$ cat config.mk
export PLATFORM = sky130hd
export DESIGN_NAME = gc_monitor
export DESIGN_NICKNAME = d
export VERILOG_FILES = /design/src/rtl/gc_pkg.sv /design/src/rtl/gc_sync2.sv /design/src/rtl/gc_monitor.sv
export SDC_FILE = /design/constraint.sdc
export NUM_CORES = 1
export LEC_CHECK = 0
export CORE_MARGIN = 8
export CORE_UTILIZATION = 50
export CTS_BUF_LIST = sky130_fd_sc_hd__clkbuf_8 sky130_fd_sc_hd__clkbuf_16
export DETAILED_ROUTE_END_ITERATION = 7
export PLACE_DENSITY_LB_ADDON = 0.12
export SLEW_MARGIN = 40
export SYNTH_ARGS = -nofsm -noshare
export SYNTH_HDL_FRONTEND = slang
export SYNTH_SLANG_ARGS = --single-unit
export TNS_END_PERCENT = 100
$ cat constraint.sdc
create_clock -name wb_clk_i -period 7.1 [get_ports wb_clk_i]
set_input_delay 0.71 -clock wb_clk_i [delete_from_list [all_inputs] [get_ports wb_clk_i]]
set_output_delay 0.71 -clock wb_clk_i [all_outputs]
set_load 0.005 [all_outputs]
$ cat src/rtl/gc_pkg.sv
// Shared Gray-code helpers and monitor FSM encoding.
// Used by the Gray counter, its monitor and the bench.
package gc_pkg;

  localparam int GC_WIDTH = 8;
  localparam int GC_MAX_W = 32;

  typedef enum logic [1:0] {
    INIT  = 2'd0,
    TRACK = 2'd1,
    FAULT = 2'd2
  } gc_state_t;

  // Zero-extended Gray input yields a zero-extended binary result.
  function automatic logic [GC_MAX_W-1:0] gray2bin(
    input logic [GC_MAX_W-1:0] g
  );
    logic [GC_MAX_W-1:0] b;
    b[GC_MAX_W-1] = g[GC_MAX_W-1];
    for (int i = GC_MAX_W - 2; i >= 0; i--)
      b[i] = b[i+1] ^ g[i];
    return b;
  endfunction

  function automatic logic [GC_MAX_W-1:0] bin2gray(
    input logic [GC_MAX_W-1:0] b
  );
    return b ^ (b >> 1);
  endfunction

endpackage

$ cat src/rtl/gc_sync2.sv
// Two-flop synchroniser for a bus whose bits change
// one at a time (Gray coded), so skew cannot tear it.
module gc_sync2 #(
  parameter int WIDTH = 8
) (
  input  logic             clk,
  input  logic             rst,
  input  logic [WIDTH-1:0] d,
  output logic [WIDTH-1:0] q
);

  logic [WIDTH-1:0] s1;

  // Two register stages into the clk domain.
  always_ff @(posedge clk or posedge rst) begin
    if (rst) begin
      s1 <= '0;
      q  <= '0;
    end else begin
      s1 <= d;
      q  <= s1;
    end
  end

endmodule

$ cat src/rtl/gc_monitor.sv
// Checks a Gray counter bus for single forward steps,
// counting steps, wraps and errors, with a fault latch.
module gc_monitor
  import gc_pkg::*;
#(
  parameter int WIDTH     = GC_WIDTH,
  parameter int CNT_W     = 16,
  parameter int ERR_W     = 8,
  parameter int ERR_LIMIT = 4
) (
  input  logic             wb_clk_i,
  input  logic             wb_rst_i,
  input  logic [WIDTH-1:0] gray_in,
  input  logic             clear,
  output logic [WIDTH-1:0] bin_out,
  output logic [CNT_W-1:0] step_cnt,
  output logic [CNT_W-1:0] wrap_cnt,
  output logic [ERR_W-1:0] err_cnt,
  output logic             step_pulse,
  output logic             wrap_pulse,
  output logic             err_pulse,
  output logic             fault
);

  gc_state_t        state;
  logic [WIDTH-1:0] s2;
  logic [WIDTH-1:0] p;
  logic [WIDTH-1:0] diff;
  logic [WIDTH-1:0] b_cur;
  logic [WIDTH-1:0] b_prev;
  logic [WIDTH-1:0] b_next;
  logic [ERR_W-1:0] err_next;
  logic             one_bit;
  logic             is_fwd;
  logic             legal;
  logic             bad;
  logic             wrap;
  logic             hit_limit;

  gc_sync2 #(
    .WIDTH(WIDTH)
  ) u_sync (
    .clk(wb_clk_i),
    .rst(wb_rst_i),
    .d  (gray_in),
    .q  (s2)
  );

  // Classify the newest synchronised value against p.
  always_comb begin
    b_cur  = WIDTH'(gray2bin(GC_MAX_W'(s2)));
    b_prev = WIDTH'(gray2bin(GC_MAX_W'(p)));
    b_next = b_prev + WIDTH'(1);
    diff   = s2 ^ p;
    one_bit = ($countones(diff) == 1);
    is_fwd  = (b_cur == b_next);
    legal  = (state == TRACK) && one_bit && is_fwd;
    bad    = (state == TRACK) && (diff != '0)
             && !(one_bit && is_fwd);
    wrap   = legal && (&b_prev);
    err_next = (&err_cnt) ? err_cnt
                          : err_cnt + ERR_W'(1);
    hit_limit = (err_next == ERR_W'(ERR_LIMIT));
  end

  // FSM, saturating counters and one-cycle strobes.
  always_ff @(posedge wb_clk_i or posedge wb_rst_i) begin
    if (wb_rst_i) begin
      state      <= INIT;
      p          <= '0;
      bin_out    <= '0;
      step_cnt   <= '0;
      wrap_cnt   <= '0;
      err_cnt    <= '0;
      step_pulse <= 1'b0;
      wrap_pulse <= 1'b0;
      err_pulse  <= 1'b0;
      fault      <= 1'b0;
    end else begin
      bin_out    <= b_cur;
      p          <= s2;
      step_pulse <= 1'b0;
      wrap_pulse <= 1'b0;
      err_pulse  <= 1'b0;
      if (clear) begin
        state    <= INIT;
        step_cnt <= '0;
        wrap_cnt <= '0;
        err_cnt  <= '0;
        fault    <= 1'b0;
      end else begin
        unique case (state)
          INIT: begin
            state <= TRACK;
          end
          TRACK: begin
            if (legal) begin
              step_pulse <= 1'b1;
              if (!(&step_cnt))
                step_cnt <= step_cnt + CNT_W'(1);
            end
            if (wrap) begin
              wrap_pulse <= 1'b1;
              if (!(&wrap_cnt))
                wrap_cnt <= wrap_cnt + CNT_W'(1);
            end
            if (bad) begin
              err_pulse <= 1'b1;
              err_cnt   <= err_next;
              if (hit_limit) begin
                state <= FAULT;
                fault <= 1'b1;
              end
            end
          end
          FAULT: begin
            fault <= 1'b1;
          end
          default: begin
            state <= INIT;
            fault <= 1'b0;
          end
        endcase
      end
    end
  end

endmodule

==> tab_implementation.tex, run 1 <==
\begin{tabular}{lr}
\hline
Metric & Value \\
\hline
\multicolumn{2}{l}{\textbf{Outcome}} \\
\quad Run status & finished clean \\
\multicolumn{2}{l}{\textbf{Setup path}} \\
\quad Critical Path Max Stage Delay & 540 ps \\
\quad Chain of cells forming the critical path & xor2\_1 > fa\_1 > inv\_1 > fa\_1 > inv\_1 > fa\_1 > ha\_1 > inv\_1 > fa\_1 > nand2\_1 > o41ai\_1 > o2111a\_1 > o21ai\_1 > or3\_1 > buf\_4 > nor4\_1 > mux2\_2 \\
\quad Worst reg2reg startpoint & u\_sync.q[0] \\
\quad Sort of element at the end of the critical path & register \\
\quad Worst path top cell family by delay & adder cells \\
\quad Capture point of the worst path & step\_cnt[10] \\
\quad Type of origin of the critical path & register \\
\quad Worst path buffer plus inverter count & 4 \\
\quad Critical Path AT & 5540 ps \\
\quad Worst setup startpoint & u\_sync.q[0] \\
\quad Type of the worst setup path & reg -> reg \\
\quad Highest-delay cell along the critical path & sky130\_fd\_sc\_hd\_\_fa\_1 \\
\quad Most common cell on crit path & sky130\_fd\_sc\_hd\_\_fa\_1 \\
\quad Total number of cells along the worst setup path & 17 \\
\quad Required arrival time at the worst endpoint & 7340 ps \\
\quad Worst reg-to-reg path cell count & 17 \\
\quad Worst Path Max Fanout & 51 \\
\quad Setup slack on the worst flop-to-flop path & 1810 ps \\
\quad Capturing point of the worst reg2reg path & step\_cnt[10] \\
\multicolumn{2}{l}{\textbf{Drt}} \\
\quad Number of DRC violations after detailed-routing iteration 0 & 169 \\
\quad Residual antenna-violating net count after detailed routing & 0 \\
\quad Wirelength, routed & 9.79 mm \\
\quad Wire length per cell after detailed routing & 16.3 µm \\
\quad Number of vias per cell & 5.62 \\
\quad Via count & 3366 \\
\quad DRC Markers & 0 \\
\quad Total iterations of the first detailed-routing run & 5 \\
\multicolumn{2}{l}{\textbf{Floorplan}} \\
\quad Chip Height & 109 µm \\
\quad Area of the die & 12000 µm² \\
\quad Num rows & 34 \\
\quad Core Box Area & 8590 µm² \\
\quad Horiz. Die Dim & 109 µm \\
\quad I/O pins & 63 \\
\quad Starting density of the core & 50.8\% \\
\multicolumn{2}{l}{\textbf{Flow run}} \\
\quad Max cap viols & 0 \\
\multicolumn{2}{l}{\textbf{Placement}} \\
\quad Port Buffer Count & 62 \\
\quad Cells after DPL & 583 \\
\quad Detailed placer's ending HPWL & 6.91 mm \\
\quad Final weighted congestion in routability-driven placement & 0.838 \\
\multicolumn{2}{l}{\textbf{Clock tree}} \\
\quad Number of buffers created by CTS & 9 \\
\quad CTS tree & built \\
\quad Maximum number of buffers from clock root to sink & 2 \\
\quad Number of setup buffers added after CTS & 0 \\
\quad Clk slew on worst S/H paths & 80 ps \\
\quad CTS root buf & sky130\_fd\_sc\_hd\_\_clkbuf\_8 \\
\quad Post-CTS sizing & 0 \\
\quad Insertion delay of the later-clocked pin in the worst-skew pair & 350 ps \\
\quad Clk sinks & 77 \\
\quad H-tree lvl count & 3 \\
\quad Post-cts hold buffer count & 0 \\
\multicolumn{2}{l}{\textbf{Synth}} \\
\quad Synthesis Warnings & 0 \\
\quad Post-Syn Nets & 463 \\
\quad Sequential share of the synthesized area & 44.2\% \\
\quad Post-synthesis instance area & 4360 µm² \\
\quad Library cell with the highest instance count after synthesis & sky130\_fd\_sc\_hd\_\_dfrtp\_1 \\
\quad Proportion of netlist area held by the largest area contributor & 44.2\% \\
\quad Cell type with the highest aggregate area in the netlist & sky130\_fd\_sc\_hd\_\_dfrtp\_1 \\
\quad Number of enable flip-flop cells after synthesis & 0 \\
\quad Post-synthesis cell type count & 53 \\
\quad Seq cells post-synth & 77 \\
\quad Mean instance size in the synthesized netlist & 10.1 µm² \\
\quad Share of flip-flops with an asynchronous set or reset & 100\% \\
\quad Post-synthesis instance total & 431 \\
\quad Cell types with the largest area share after synthesis & sky130\_fd\_sc\_hd\_\_dfrtp\_1, sky130\_fd\_sc\_hd\_\_ha\_1, sky130\_fd\_sc\_hd\_\_mux2\_2, sky130\_fd\_sc\_hd\_\_inv\_1, sky130\_fd\_sc\_hd\_\_a21oi\_1 \\
\quad Top cell types by occurrence after synthesis & sky130\_fd\_sc\_hd\_\_dfrtp\_1, sky130\_fd\_sc\_hd\_\_inv\_1, sky130\_fd\_sc\_hd\_\_nand2\_1 \\
\quad Flip-flop cell with the highest count after synthesis & sky130\_fd\_sc\_hd\_\_dfrtp\_1 \\
\multicolumn{2}{l}{\textbf{GRT}} \\
\quad Largest net degree at the start of global routing & 78 \\
\quad Initial antenna violation count & 0 \\
\quad Total routing resource utilization after global routing & 17.3\% \\
\quad First-pass GRT wire length & 16.5 mm \\
\quad GRT overflow & 0 \\
\quad Number of global-route vias before repair & 3462 \\
\multicolumn{2}{l}{\textbf{Timing}} \\
\quad Max-slew violations & 0 \\
\quad Tightest slew margin relative to the limit & 51.0\% \\
\quad Final sum of negative setup slack & 0 ps \\
\quad Worst-case clock skew & 11.7 ps \\
\quad Ratio of final minimum period to clock period & 74.6\% \\
\quad Time the final worst path needs with I/O delays and setup & 5290 ps \\
\quad Max Clock Freq & 189 MHz \\
\quad Unrepaired setup endpoints after global routing & false \\
\quad Number of hold violations in the final report & 0 \\
\quad Tightest Pin Transition & 734 ps \\
\quad Final Setup Violations & 0 \\
\multicolumn{2}{l}{\textbf{Final layout}} \\
\quad Multi-input logic area & 2220 µm² \\
\quad Ratio of cells with drive above 1 in the final layout & 8.35\% \\
\quad Storage cell area & 1930 µm² \\
\quad Layout Nets & 518 \\
\quad Layout area overhead & 20.6\% \\
\quad Final cell count without fillers & 599 \\
\quad ANT cells & 0 \\
\quad FILL cells & 732 \\
\multicolumn{2}{l}{\textbf{Min path}} \\
\quad Worst hold-check path type & reg -> reg \\
\multicolumn{2}{l}{\textbf{Power and ir drop}} \\
\quad VDD IR max & 95.5 µV \\
\quad Total power of the final layout & 0.00113 W \\
\quad Leakage power total & 2.19 nW \\
\quad Power density normalized to cell area & 215 nW/µm² \\
\hline
\end{tabular}
routing by layer:
| layer | track usage [%] | routed length, µm | vias up |
|---|---|---|---|
| met5 | 0 | 0 | - |
| met4 | 7.14 | 170 | 0 |
| met1 | 21.5 | 4430 | 1652 |
| li1 | - | - | 1647 |
| met2 | 28.9 | 4850 | 52 |
| met3 | 3.17 | 347 | 15 |
cell usage in the layout, fill, tap and decap left out, types with 4 or more instances in the layout:
master and n:
sky130_fd_sc_hd__mux2_2 14, sky130_fd_sc_hd__clkbuf_8 9, sky130_fd_sc_hd__or3_1 9, sky130_fd_sc_hd__nor2_1 21, sky130_fd_sc_hd__a31oi_1 4, sky130_fd_sc_hd__nor2b_1 12
sky130_fd_sc_hd__nand4_1 11, sky130_fd_sc_hd__nor4_1 9, sky130_fd_sc_hd__dfrtp_1 77, sky130_fd_sc_hd__ha_1 17, sky130_fd_sc_hd__nand2b_1 7, sky130_fd_sc_hd__nand3_1 18
sky130_fd_sc_hd__xnor2_1 11, sky130_fd_sc_hd__mux2i_1 8, sky130_fd_sc_hd__and3_1 11, sky130_fd_sc_hd__o21ai_0 8, sky130_fd_sc_hd__xor2_1 11, sky130_fd_sc_hd__o41ai_1 4
sky130_fd_sc_hd__fa_1 4, sky130_fd_sc_hd__nor3_1 11, sky130_fd_sc_hd__clkdlybuf4s50_1 61, sky130_fd_sc_hd__inv_1 31, sky130_fd_sc_hd__or4_1 14, sky130_fd_sc_hd__nand2_1 27
sky130_fd_sc_hd__o31ai_1 12, sky130_fd_sc_hd__a21oi_1 21
layout make-up:
cell class	instances	share of cell area, %
clock inverters	7	1.74
clock buffers	9	2.35
well taps	108	2.57
multi-input cells	301	42.2
repair buffers	65	12.2
flip-flops and latches	77	36.6
inverters	32	2.28
state kept, by name, indices dropped and copies added, names as in the netlist, 2 cells and up:
register	cells
u_sync.q	8
bin_out	8
u_sync.s1	8
state	2
err_cnt	8
step_cnt	16
wrap_cnt	16
p	7
cell families (layout without fill, tap and decap cells):
family	count (synthesis)	count (layout)	share of synthesized area [%]
flip-flops	77	77	44.2
AND/OR/NAND/NOR	164	164	20.8
XOR/XNOR	29	29	8.03
AO/OA/AOI/OAI	65	65	9.90
adder cells (fa/ha/maj)	21	21	6.71
buffers and inverters	53	113	4.93
multiplexers	22	22	5.45
how the worst min path moves through the flow:
stage,from,endpoint,depth (start not counted)
finish,u_sync.s1[7],u_sync.q[7],0
global route,u_sync.s1[7],u_sync.q[7],0
CTS,u_sync.s1[7],u_sync.q[7],0
detailed placement,u_sync.s1[1],u_sync.q[1],0
global placement,u_sync.s1[2],u_sync.q[2],0
floorplan,u_sync.s1[0],u_sync.q[0],0
per-stage QoR:
step / hold WS [ps] / cell area, µm² / utilization (%) / worst slack, ps
finish: 346 / 5260 / 61.2 / 1810
global route: 366 / 5260 / 61.2 / 1540
CTS: 353 / 5260 / 61.2 / 1810
detailed placement: 335 / 5050 / 58.7 / 1850
global placement: 335 / 5040 / 58.6 / 1970
floorplan: 331 / 4360 / - / 2120
where the power goes:
group	leakage [nW]	switching, W	internal (W)	total [W]
sequential	1.00	0.0000215	0.000466	0.000487
combinational	1.09	0.000143	0.000144	0.000287
clock	0.103	0.000161	0.000196	0.000357
total	2.19	0.000325	0.000806	0.00113
Power figures use the tool's default switching activity.
==> run 2, diff against run 1 <==
- clock period: 7.1 -> 4.41 ns (I/O delays scaled with it)
==> run 2 against run 1 <==
Against the previous run:
- the run now ends with negative setup slack left
- worst hold slack got worse by 0.56 ps
- non-clock buffer count rose by 29
- core utilization is 6.3 points higher
- sequential power rose by 61%
- final cell count up 4.8%
- setup slack got worse by 2300 ps
- power increased by 63%
- highest routed layer unchanged
==> tab_implementation.tex, run 2 (synthesis results as in run 1) <==
\begin{tabular}{lr}
\hline
Metric & Value \\
\hline
\multicolumn{2}{l}{\textbf{Floorplan}} \\
\quad Chip Height & 109 µm \\
\quad Num rows & 34 \\
\quad Core Box Area & 8590 µm² \\
\quad I/O pins & 63 \\
\quad Horiz. Die Dim & 109 µm \\
\quad Area of the die & 12000 µm² \\
\quad Starting density of the core & 50.8\% \\
\multicolumn{2}{l}{\textbf{Clock tree}} \\
\quad Post-cts hold buffer count & 0 \\
\quad Insertion delay of the later-clocked pin in the worst-skew pair & 360 ps \\
\quad Number of buffers created by CTS & 9 \\
\quad CTS root buf & sky130\_fd\_sc\_hd\_\_clkbuf\_8 \\
\quad H-tree lvl count & 3 \\
\quad Maximum number of buffers from clock root to sink & 2 \\
\quad CTS tree & built \\
\quad Clk sinks & 77 \\
\quad Clk slew on worst S/H paths & 90 ps \\
\multicolumn{2}{l}{\textbf{Drt}} \\
\quad Wirelength, routed & 10.7 mm \\
\quad Number of vias per cell & 5.74 \\
\quad Residual antenna-violating net count after detailed routing & 0 \\
\quad DRC Markers & 0 \\
\quad Number of DRC violations after detailed-routing iteration 0 & 143 \\
\quad Total iterations of the first detailed-routing run & 4 \\
\quad Wire length per cell after detailed routing & 17.0 µm \\
\quad Via count & 3605 \\
\multicolumn{2}{l}{\textbf{GRT}} \\
\quad Number of global-route vias before repair & 3612 \\
\quad Initial antenna violation count & 0 \\
\quad Met2 track utilization from global routing & 29.7\% \\
\quad Met3 Track Usage GR & 5.22\% \\
\quad Met1 Usage GRT & 21.7\% \\
\quad First-pass GRT wire length & 17.1 mm \\
\quad GRT overflow & 0 \\
\quad Largest net degree at the start of global routing & 57 \\
\quad Most utilized layer in the global route result & met2 \\
\quad Total routing resource utilization after global routing & 17.8\% \\
\multicolumn{2}{l}{\textbf{Outcome}} \\
\quad Run status & complete, but fails checks \\
\quad Failing checks & negative setup slack \\
\multicolumn{2}{l}{\textbf{Placement}} \\
\quad Final weighted congestion in routability-driven placement & 0.852 \\
\quad Port Buffer Count & 62 \\
\quad Cells after DPL & 605 \\
\quad Detailed placer's ending HPWL & 7.22 mm \\
\multicolumn{2}{l}{\textbf{Timing}} \\
\quad Ratio of final minimum period to clock period & 112\% \\
\quad Least setup slack across all paths after layout & -515 ps \\
\quad Max Clock Freq & 203 MHz \\
\quad Time the final worst path needs with I/O delays and setup & 4920 ps \\
\quad Worst-case clock skew & 13.4 ps \\
\quad Number of hold violations in the final report & 0 \\
\quad Unrepaired setup endpoints after global routing & true \\
\quad Max-slew violations & 0 \\
\quad Tightest Pin Transition & 597 ps \\
\quad Tightest slew margin relative to the limit & 60.2\% \\
\quad Final Setup Violations & 38 \\
\multicolumn{2}{l}{\textbf{Setup path}} \\
\quad Worst reg-to-reg path cell count & 17 \\
\quad Critical Path Max Stage Delay & 550 ps \\
\quad Sort of element at the end of the critical path & register \\
\quad Required arrival time at the worst endpoint & 4660 ps \\
\quad Capturing point of the worst reg2reg path & step\_cnt[6] \\
\quad Critical Path AT & 5180 ps \\
\quad Type of the worst setup path & reg -> reg \\
\quad Worst Path Max Fanout & 26 \\
\quad Worst reg2reg startpoint & u\_sync.q[3] \\
\quad Type of origin of the critical path & register \\
\quad Highest-delay cell along the critical path & sky130\_fd\_sc\_hd\_\_fa\_1 \\
\quad Most common cell on crit path & sky130\_fd\_sc\_hd\_\_fa\_1 \\
\quad Worst setup startpoint & u\_sync.q[3] \\
\quad Setup slack on the worst flop-to-flop path & -510 ps \\
\quad Capture point of the worst path & step\_cnt[6] \\
\quad Chain of cells forming the critical path & xor2\_2 > fa\_1 > inv\_1 > fa\_1 > inv\_2 > fa\_1 > ha\_2 > inv\_2 > fa\_1 > nand2\_1 > o41ai\_2 > o2111a\_1 > o21ai\_2 > or3\_4 > buf\_12 > nor4\_2 > mux2\_2 \\
\multicolumn{2}{l}{\textbf{Final layout}} \\
\quad Ratio of cells with drive above 1 in the final layout & 21.9\% \\
\quad FILL cells & 683 \\
\quad Commonest non-fill, non-tap cell in the layout & sky130\_fd\_sc\_hd\_\_dfrtp\_1 \\
\quad ANT cells & 0 \\
\quad Commonest cells after routing, fill and taps aside & sky130\_fd\_sc\_hd\_\_dfrtp\_1, sky130\_fd\_sc\_hd\_\_clkdlybuf4s50\_1, sky130\_fd\_sc\_hd\_\_inv\_1, sky130\_fd\_sc\_hd\_\_buf\_4, sky130\_fd\_sc\_hd\_\_nand2\_1 \\
\quad Layout Nets & 547 \\
\quad Regs by FF count & step\_cnt x16, wrap\_cnt x16 \\
\quad Final cell count without fillers & 628 \\
\quad Layout area overhead & 33.1\% \\
\multicolumn{2}{l}{\textbf{Flow run}} \\
\quad Max cap viols & 0 \\
\multicolumn{2}{l}{\textbf{Power and ir drop}} \\
\quad Total power of the final layout & 0.00184 W \\
\quad Power density normalized to cell area & 318 nW/µm² \\
\quad VDD IR max & 153 µV \\
\quad Leakage power total & 2.41 nW \\
\multicolumn{2}{l}{\textbf{Min path}} \\
\quad Worst hold path depth & 0 \\
\quad Worst hold-check path type & reg -> reg \\
\hline
\end{tabular}
==> run 2: area by class of cell <==
cell class	instances	area [µm²]	area share, %
Inverter	32	120	2.07
Tap cell	108	135	2.33
Multi-Input combinational cell	301	2540	43.8
Sequential cell	77	1930	33.2
Timing Repair Buffer	94	902	15.5
Clock buffer	9	124	2.13
Clock inverter	7	51.3	0.884
==> run 2: through the flow <==
step / util (%) / TNS [ps] / worst slack, ps / hold WS [ps] / cell area (µm²)
floorplan: - / -7830 / -345 / 331 / 4470
CTS: 65.1 / -12290 / -466 / 350 / 5590
global route: 67.5 / -20140 / -649 / 352 / 5800
detailed placement: 61.8 / -13220 / -536 / 336 / 5310
global placement: 61.8 / -9990 / -422 / 335 / 5310
finish: 67.5 / -14660 / -515 / 346 / 5800
==> run 2: worst max-delay path, delay by kind of cell (launching register included) <==
family	cells	cell delay (ps)
adder cells (fa/ha/maj)	5	2270
AND/OR/NAND/NOR	3	700
AO/OA/AOI/OAI	3	560
flip-flops	1	410
multiplexers	1	360
buffers and inverters	4	310
XOR/XNOR	1	200
==> run 2: report_power, final <==
| part | total (W) | internal (W) | switching, W |
|---|---|---|---|
| Combinational | 0.000571 | 0.000298 | 0.000274 |
| Clock | 0.000490 | 0.000206 | 0.000284 |
| Sequential | 0.000783 | 0.000750 | 0.0000328 |
==> run 2: what timing repair did <==
| item | 4_1_cts | 5_1_grt |
|---|---|---|
| cloned | 1 | 1 |
| resized for setup | 12 | 35 |
| pin swaps | 4 | 12 |
| setup endpoints to repair | 38 | 44 |
| buffers inserted | 3 | 3 |
==> run 2: per-layer routing <==
layer	vias to the layer above	part of all wire, %
met5	-	0
met1	1801	43
met3	18	4.3
met2	76	51
met4	0	1.9
li1	1710	-
==> run 2: worst min path at each step <==
stage / startpoint / endpoint / slack (ps)
after detailed placement: u_sync.s1[6] / u_sync.q[6] / 340
after global placement: u_sync.s1[2] / u_sync.q[2] / 330
after floorplan: u_sync.s1[0] / u_sync.q[0] / 330
final: u_sync.s1[6] / u_sync.q[6] / 350
after global routing: u_sync.s1[6] / u_sync.q[6] / 350
after CTS: u_sync.s1[6] / u_sync.q[6] / 350
